File: src/rtl/vga_prefetch_ctrl.sv
// Prefetch sequencer: issues SDRAM bursts when a whole burst fits in the pixel fifo and pushes the returned beats (1 clk latency).
// Requests are held until accepted. Beats are never backpressured, so room for a whole burst is reserved before the request is issued.
module vga_prefetch_ctrl #(
    parameter int ADDR_W      = 24,
    parameter int DATA_W      = 16,
    parameter int BURST_LEN   = 8,
    parameter int FIFO_DEPTH  = 16,
    parameter int FRAME_WORDS = 307200,
    parameter logic [ADDR_W-1:0] BASE_ADDR = '0
) (
    input  logic                              clk,
    input  logic                              rst_n,
    input  logic                              enable,
    input  logic                              frame_start,
    output logic                              rd_req,
    output logic [ADDR_W-1:0]                 rd_addr,
    input  logic                              rd_ack,
    input  logic                              rd_valid,
    input  logic [DATA_W-1:0]                 rd_data,
    output logic                              fifo_wr,
    output logic [DATA_W-1:0]                 fifo_wr_data,
    output logic                              fifo_flush,
    input  logic                              fifo_rd,
    output logic [$clog2(FIFO_DEPTH+1)-1:0]   level,
    output logic                              busy,
    output logic                              underrun
);
    localparam int LVL_W = $clog2(FIFO_DEPTH + 1);
    localparam int WL_W  = $clog2(FRAME_WORDS + 1);
    localparam int BC_W  = $clog2(BURST_LEN);
    localparam logic [LVL_W:0] ADMIT_MAX = (LVL_W+1)'(FIFO_DEPTH - BURST_LEN);

    localparam logic [1:0] S_IDLE  = 2'd0;
    localparam logic [1:0] S_REQ   = 2'd1;
    localparam logic [1:0] S_DATA  = 2'd2;
    localparam logic [1:0] S_FLUSH = 2'd3;

    logic [1:0]        r_state;
    logic [1:0]        w_state_nxt;
    logic [ADDR_W-1:0] r_offset;
    logic [WL_W-1:0]   r_words_left;
    logic [BC_W-1:0]   r_beat_cnt;
    logic              r_restart_pend;
    logic              r_fifo_wr;
    logic [DATA_W-1:0] r_fifo_wr_data;
    logic [LVL_W-1:0]  r_level;
    logic              r_underrun;

    logic              w_last_beat;
    logic              w_push;
    logic              w_dec;
    logic [LVL_W:0]    w_eff_level;
    logic              w_admit;

    assign w_last_beat = (r_state == S_DATA) && rd_valid && (r_beat_cnt == BC_W'(BURST_LEN - 1));
    assign w_push      = (r_state == S_DATA) && rd_valid && !r_restart_pend && !frame_start;
    assign w_dec       = fifo_rd && (r_level != '0);
    // The final beat's write is still in the output register when IDLE re-arbitrates; count it as occupied.
    assign w_eff_level = {1'b0, r_level} + {{LVL_W{1'b0}}, r_fifo_wr};
    assign w_admit     = enable && (r_words_left != '0) && (w_eff_level <= ADMIT_MAX) && !r_restart_pend;

    always_comb begin
        w_state_nxt = r_state;
        case (r_state)
            S_IDLE: begin
                if (frame_start)  w_state_nxt = S_FLUSH;
                else if (w_admit) w_state_nxt = S_REQ;
            end
            S_REQ: begin
                if (rd_ack) w_state_nxt = S_DATA;
            end
            S_DATA: begin
                if (w_last_beat) w_state_nxt = (r_restart_pend || frame_start) ? S_FLUSH : S_IDLE;
            end
            default: w_state_nxt = S_IDLE;
        endcase
    end

    always_ff @(posedge clk) begin
        if (!rst_n) begin
            r_state        <= S_IDLE;
            r_offset       <= '0;
            r_words_left   <= '0;
            r_beat_cnt     <= '0;
            r_restart_pend <= 1'b0;
            r_fifo_wr      <= 1'b0;
            r_fifo_wr_data <= '0;
            r_level        <= '0;
            r_underrun     <= 1'b0;
        end else begin
            r_state   <= w_state_nxt;
            r_fifo_wr <= w_push;
            if (w_push) r_fifo_wr_data <= rd_data;

            if (r_state == S_DATA && rd_valid) r_beat_cnt <= r_beat_cnt + BC_W'(1);
            else if (r_state != S_DATA)        r_beat_cnt <= '0;

            if (r_state == S_FLUSH) begin
                r_restart_pend <= 1'b0;
                r_offset       <= '0;
                r_words_left   <= WL_W'(FRAME_WORDS);
                r_level        <= '0;
                r_underrun     <= 1'b0;
            end else begin
                if (frame_start && (r_state == S_REQ || r_state == S_DATA)) r_restart_pend <= 1'b1;
                if (w_last_beat) begin
                    r_offset     <= r_offset + ADDR_W'(BURST_LEN);
                    r_words_left <= r_words_left - WL_W'(BURST_LEN);
                end
                case ({r_fifo_wr, w_dec})
                    2'b10:   r_level <= r_level + LVL_W'(1);
                    2'b01:   r_level <= r_level - LVL_W'(1);
                    default: r_level <= r_level;
                endcase
                if (fifo_rd && r_level == '0) r_underrun <= 1'b1;
            end
        end
    end

    assign rd_req       = (r_state == S_REQ);
    assign rd_addr      = rd_req ? (BASE_ADDR + r_offset) : '0;
    assign busy         = (r_state == S_REQ) || (r_state == S_DATA);
    assign fifo_flush   = (r_state == S_FLUSH);
    assign fifo_wr      = r_fifo_wr;
    assign fifo_wr_data = r_fifo_wr_data;
    assign level        = r_level;
    assign underrun     = r_underrun;
endmodule

File: config.mk
export PLATFORM = sky130hd
export DESIGN_NAME = vga_prefetch_ctrl
export DESIGN_NICKNAME = d
export VERILOG_FILES = /design/src/rtl/vga_prefetch_ctrl.sv
export SDC_FILE = /design/constraint.sdc
export NUM_CORES = 1
export LEC_CHECK = 0
export BUFFER_PORTS_ARGS = -buffer_cell sky130_fd_sc_hd__buf_2
export CAP_MARGIN = 10
export CORE_AREA = 2 2 108 110
export DETAILED_ROUTE_END_ITERATION = 12
export DIE_AREA = 0 0 110 112
export GPL_TIMING_DRIVEN = 0
export SYNTH_ARGS = -nofsm -noshare
export SYNTH_HDL_FRONTEND = slang
export SYNTH_SLANG_ARGS = --single-unit
File: constraint.sdc
create_clock -name clk -period 3.9 [get_ports clk]
set_clock_uncertainty 0.2 [all_clocks]
set_input_delay 0.585 -clock clk [delete_from_list [all_inputs] [get_ports clk]]
set_output_delay 0.585 -clock clk [all_outputs]
set_load 0.01 [all_outputs]
=== After elaboration in Yosys (flattened, before gate mapping) ===
Cells that the tools add are included.

* Reductions and logical operators: 23
* Add/sub/neg operators: 6
* Mux-type cells: 12
* Magnitude comparators: 1
* Bitwise gates (word level): 1
* Eq/ne operators: 10

{| class="wikitable"
|+ Operator list
! operator !! count
|-
| 19-bit 2-to-1 mux || 2
|-
| 24-bit by 4-bit adder with 24-bit output, second input constant || 1
|-
| 24-bit 2-to-1 mux || 1
|-
| 19-bit nonzero test || 1
|-
| 19-bit by 4-bit subtractor with 19-bit output, second input constant || 1
|-
| 1-bit logical AND || 10
|-
| 2-bit 2-to-1 mux || 5
|-
| 5-bit one-hot mux with 2 select lines || 1
|-
| 5-bit by 1-bit adder with 6-bit output || 1
|-
| 2-bit == test, second input constant || 3
|-
| 6-bit by 4-bit less-or-equal comparator with 1-bit output, second input constant || 1
|-
| 3-bit 2-to-1 mux || 2
|-
| 2-bit one-hot mux with 3 select lines || 1
|-
| 2-bit nonzero test || 3
|-
| 5-bit by 1-bit adder with 5-bit output, second input constant || 1
|-
| 5-bit zero test || 1
|-
| 5-bit nonzero test || 1
|-
| 5-bit by 1-bit subtractor with 5-bit output, second input constant || 1
|-
| 2-bit by 1-bit == test with 1-bit output, second input constant || 2
|-
| 2-bit inequality test, second input constant || 2
|-
| 3-bit by 1-bit adder with 3-bit output, second input constant || 1
|-
| 3-bit == test, second input constant || 1
|-
| 3-bit inequality test, second input constant || 1
|-
| 3-bit AND reduction || 1
|-
| 6 further kinds || 8
|}

* Logic and storage cells: 63
* Register bits after elaboration: 72
* Input bits: 23
* Output and inout bits: 50

=== Logic depth before layout (Yosys ltp) ===
* Word-level depth: 7
* Gate-level depth with buffers: 10
* Gate-level depth less buffers: 10

=== Least setup slack after synthesis ===
No wires, ideal clock.

* Path kind: register -> register
* Start: register r_level[0] (netlist: level[0])
* End: register r_level[4] (netlist: level[4])
* Library setup time: 0.070 ns
* Path buffers: 0
* Clock period less this slack: 2.814 ns
* Arrival: 2.543 ns
* Path slack: 1.086 ns
* Stages on the path, launching flop included: 11
* Cells stage by stage: dfxtp_1 -> or4_1 -> nor2_1 -> nor2b_1 -> ha_1 -> fa_1 -> a21o_1 -> a21oi_1 -> xor2_1 -> or3_1 -> a21oi_1

* Cells in the longest elaborated chain, start to end: 4
* Elaborated cells on any way between the ends: 8
* Those cells by class: add/sub: 2; eq/ne: 2; mux: 1; reduce/logical: 3

{| class="wikitable"
|+ Ends and longest elaborated chain
! element !! RTL line !! RTL
|-
| start: declaration || 46 || <nowiki>logic [LVL_W-1:0] r_level;</nowiki>
|-
| start signal: assignment || 111 || <nowiki>2'b10: r_level <= r_level + LVL_W'(1);</nowiki>
|-
| start signal: assignment || 112 || <nowiki>2'b01: r_level <= r_level - LVL_W'(1);</nowiki>
|-
| start signal: assignment || 113 || <nowiki>default: r_level <= r_level;</nowiki>
|-
| parallel branches: the longest is 4 deep, another holds 5-bit by 1-bit subtractor with 5-bit output || n/a ||
|}

Several ways; the timed one is not identified.
A chain may end at the register's enable or synchronous reset.

=== Worst setup path after layout ===
Ends and elaborated chain as after synthesis.

==> flow_summary.ini <==
[global_routing]
grt_max_degree = 12
grt_pass1_wl_mm = 12.6
first_global_vias = 2663
overflow = 0
grt_usage_pct = 13.0
antenna_found_initial = 0

[route]
first_iter_violations = 127
post_drt_wl_per_cell_um = 12.1
detail-route-antenna-nets = 0
route.detailed.drc = 0
viasPerCell = 4.40
firstDrtPassIters = 6
routed_wl_mm = 7.42
vias = 2703

[sta]
tns_ns = 0
worstMarginPinSlew_ns = 0.592
fin_hold_ws_ns = 0.259
slew_viol_final = 0
period_needed_ns = 3.05
slew_headroom_pct = 60.1
setup_viol = 0
fin_crit_sh_pct = 78.3
max_freq_mhz = 328
rsz0062_at_grt = no
hold_viol_final = 0

[pwr]
p_leak_nw = 1.78
peakVddDrop_mv = 0.214
p_per_area_nw_per_um2 = 464
p_total_mw = 1.91

[logic_synthesis]
synthesis.area_um2 = 3270
synth_top_area_share_pct = 40.5
synth_area_leaders = dfxtp_1 40%, xnor2_1 6.4%, nand2_1 6.2%, ha_1 5.7%, nor2_1 5.6%
yosys_register_bits = 66
ys_warn_count = 0
synth_edf_count = 0
synth_ff_type = dfxtp_1
synth_cell_type_count = 37
async_reset_ff_share_pct = 0
avgSynthCellArea_um2 = 8.48
yosysTopAreaCell = dfxtp_1
ys_seq_area_share_pct = 40.5
synthCells = 385

[worst_setup_path]
crit_family = simple AND/OR/NAND/NOR gates
ff2ff_setup_slack_ns = 0.85
crit_required_ns = 3.96
cp_slowest_cell = or4_1
startpoint_type = register
endpoint_kind = register
path_common_cell = a21oi_1
r2r_start = level[0]
path_class = register to register
critPathArrivalTime_ns = 3.11
crit_chain = or4_1 -> nor2_1 -> nor2b_1 -> ha_1 -> fa_1 -> a21o_1 -> a21oi_1 -> xor2_1 -> or3_1 -> a21oi_1
path_buf_inv = 0
ff2ff_path_depth = 10
rr_endpoint = level[4]
slowest_delay_ns = 0.56
critPathMaxFanout = 6

[floorplan]
core_um2 = 11200
die_w_um = 110
start_util_pct = 29.2
dieHeight_um = 112
num_io_pins = 73
row_count = 39
dieArea_um2 = 12300

[placed_design]
place_congestion = 0.765
dp_cells = 598
port_buffers = 68
dp_hpwl_mm = 5.43

[clocking]
ctsRootBufferMaster = clkbuf_16
path_clk_slew_ns = 0.05
clkLatencyLatePin_ns = 0.33
clock-sinks = 66
htree_levels = 3
post_cts_buffers = 0
cts_tree = done
cts_buffers = 9
hold_buffers = 0
clk_path_buf_depth = 2
cts_resized = 0

[layout]
final_cell_mix = 68 x buf_2, 66 x dfxtp_1, 54 x nand2_1
antennaDiodeCount = 0
final_cells = 614
utilization_pct = 36.8
nNetsFinal = 505
final_common_cell = buf_2
drive_gt1_share_pct = 20.2
area_delta_synth_final_pct = 25.9

[run_status]
status = finished clean

[hold_path]
worstHoldStart = fifo_wr_data[0]
hold_class = register to register
min_delay_path_depth = 2
min_delay_worst_endpoint = fifo_wr_data[0]

[flow_run]
max_cap_viol_count = 0
[metrics by stage]
step	setup slack [ns]	instance area, um^2
after global placement	0.908	3790
final	0.847	4110
after global routing	0.685	4110
after floorplan	1.09	3270
after CTS	0.824	4110
after detailed placement	0.849	3790
[flip-flops by register name, indices dropped and copies added, names as in the netlist]
signal / count
underrun: 1
r_state: 2
r_words_left: 16
r_restart_pend: 1
level: 5
r_offset: 21
fifo_wr: 1
r_beat_cnt: 3
fifo_wr_data: 16
[worst max-delay path by stage]
stage	start	to	slack, ns	cells after the start
CTS	level[0]	level[4]	0.82	10
detailed placement	level[1]	level[4]	0.85	10
global placement	level[0]	level[4]	0.91	10
finish	level[0]	level[4]	0.85	10
global route	level[0]	level[4]	0.69	10
floorplan	level[0]	level[4]	1.09	10
[report_power, final]
group	total [mW]	switching [mW]	internal [mW]
registers	0.735	0.0266	0.708
logic	0.308	0.187	0.121
clock network	0.867	0.292	0.574
[cell families after synthesis]
| family | after synthesis | share of synthesized area, % |
|---|---|---|
| compound gates | 49 | 9.50 |
| xor+xnor | 35 | 9.39 |
| fa+ha+maj | 16 | 6.36 |
| buf+inv | 31 | 4.29 |
| flops | 66 | 40.5 |
| mux | 7 | 2.15 |
| other cells | 1 | 0.115 |
| simple gates | 180 | 27.7 |
[metal layers]
metal  routed length, um  vias up  track usage, %  share of wire (%)
met1                3440     1215            16.3                 46
met5                   0        -               0                  0
met3                 360        9            4.10                4.9
met2                3530       50            20.8                 48
met4                  87        0            4.30                1.2
li1                    -     1429               -                  -
[worst register-to-register path: stages (launching register included)]
cell     delay, ns
dfxtp_1       0.38
or4_1         0.56
nor2_1        0.15
nor2b_1       0.07
ha_1          0.27
fa_1          0.43
a21o_1        0.17
a21oi_1       0.19
xor2_1        0.10
or3_1         0.32
a21oi_1       0.15
[area by class of cell]
class	count	area, um^2
clock buffer	11	243
clock inverter	5	77.6
sequential	66	1320
buffer	20	98.8
tap	143	179
timing repair buffer	68	340
inverter	11	41.3
fill	1153	7060
multi-input combinational	290	1810
[cell usage after synthesis, types with 7 or more instances]
library cell and instances:
dfxtp_1 66, nand2_1 54, nor2_1 49, xnor2_1 24, and2_1 23, a21boi_0 16, a21oi_1 15, ha_1 15
clkbuf_1 14, inv_1 11, nor3_1 11, xor2_1 11, o21ai_0 8, or3_1 8, mux2i_1 7
No activity file was read; power rests on OpenSTA's default activity.
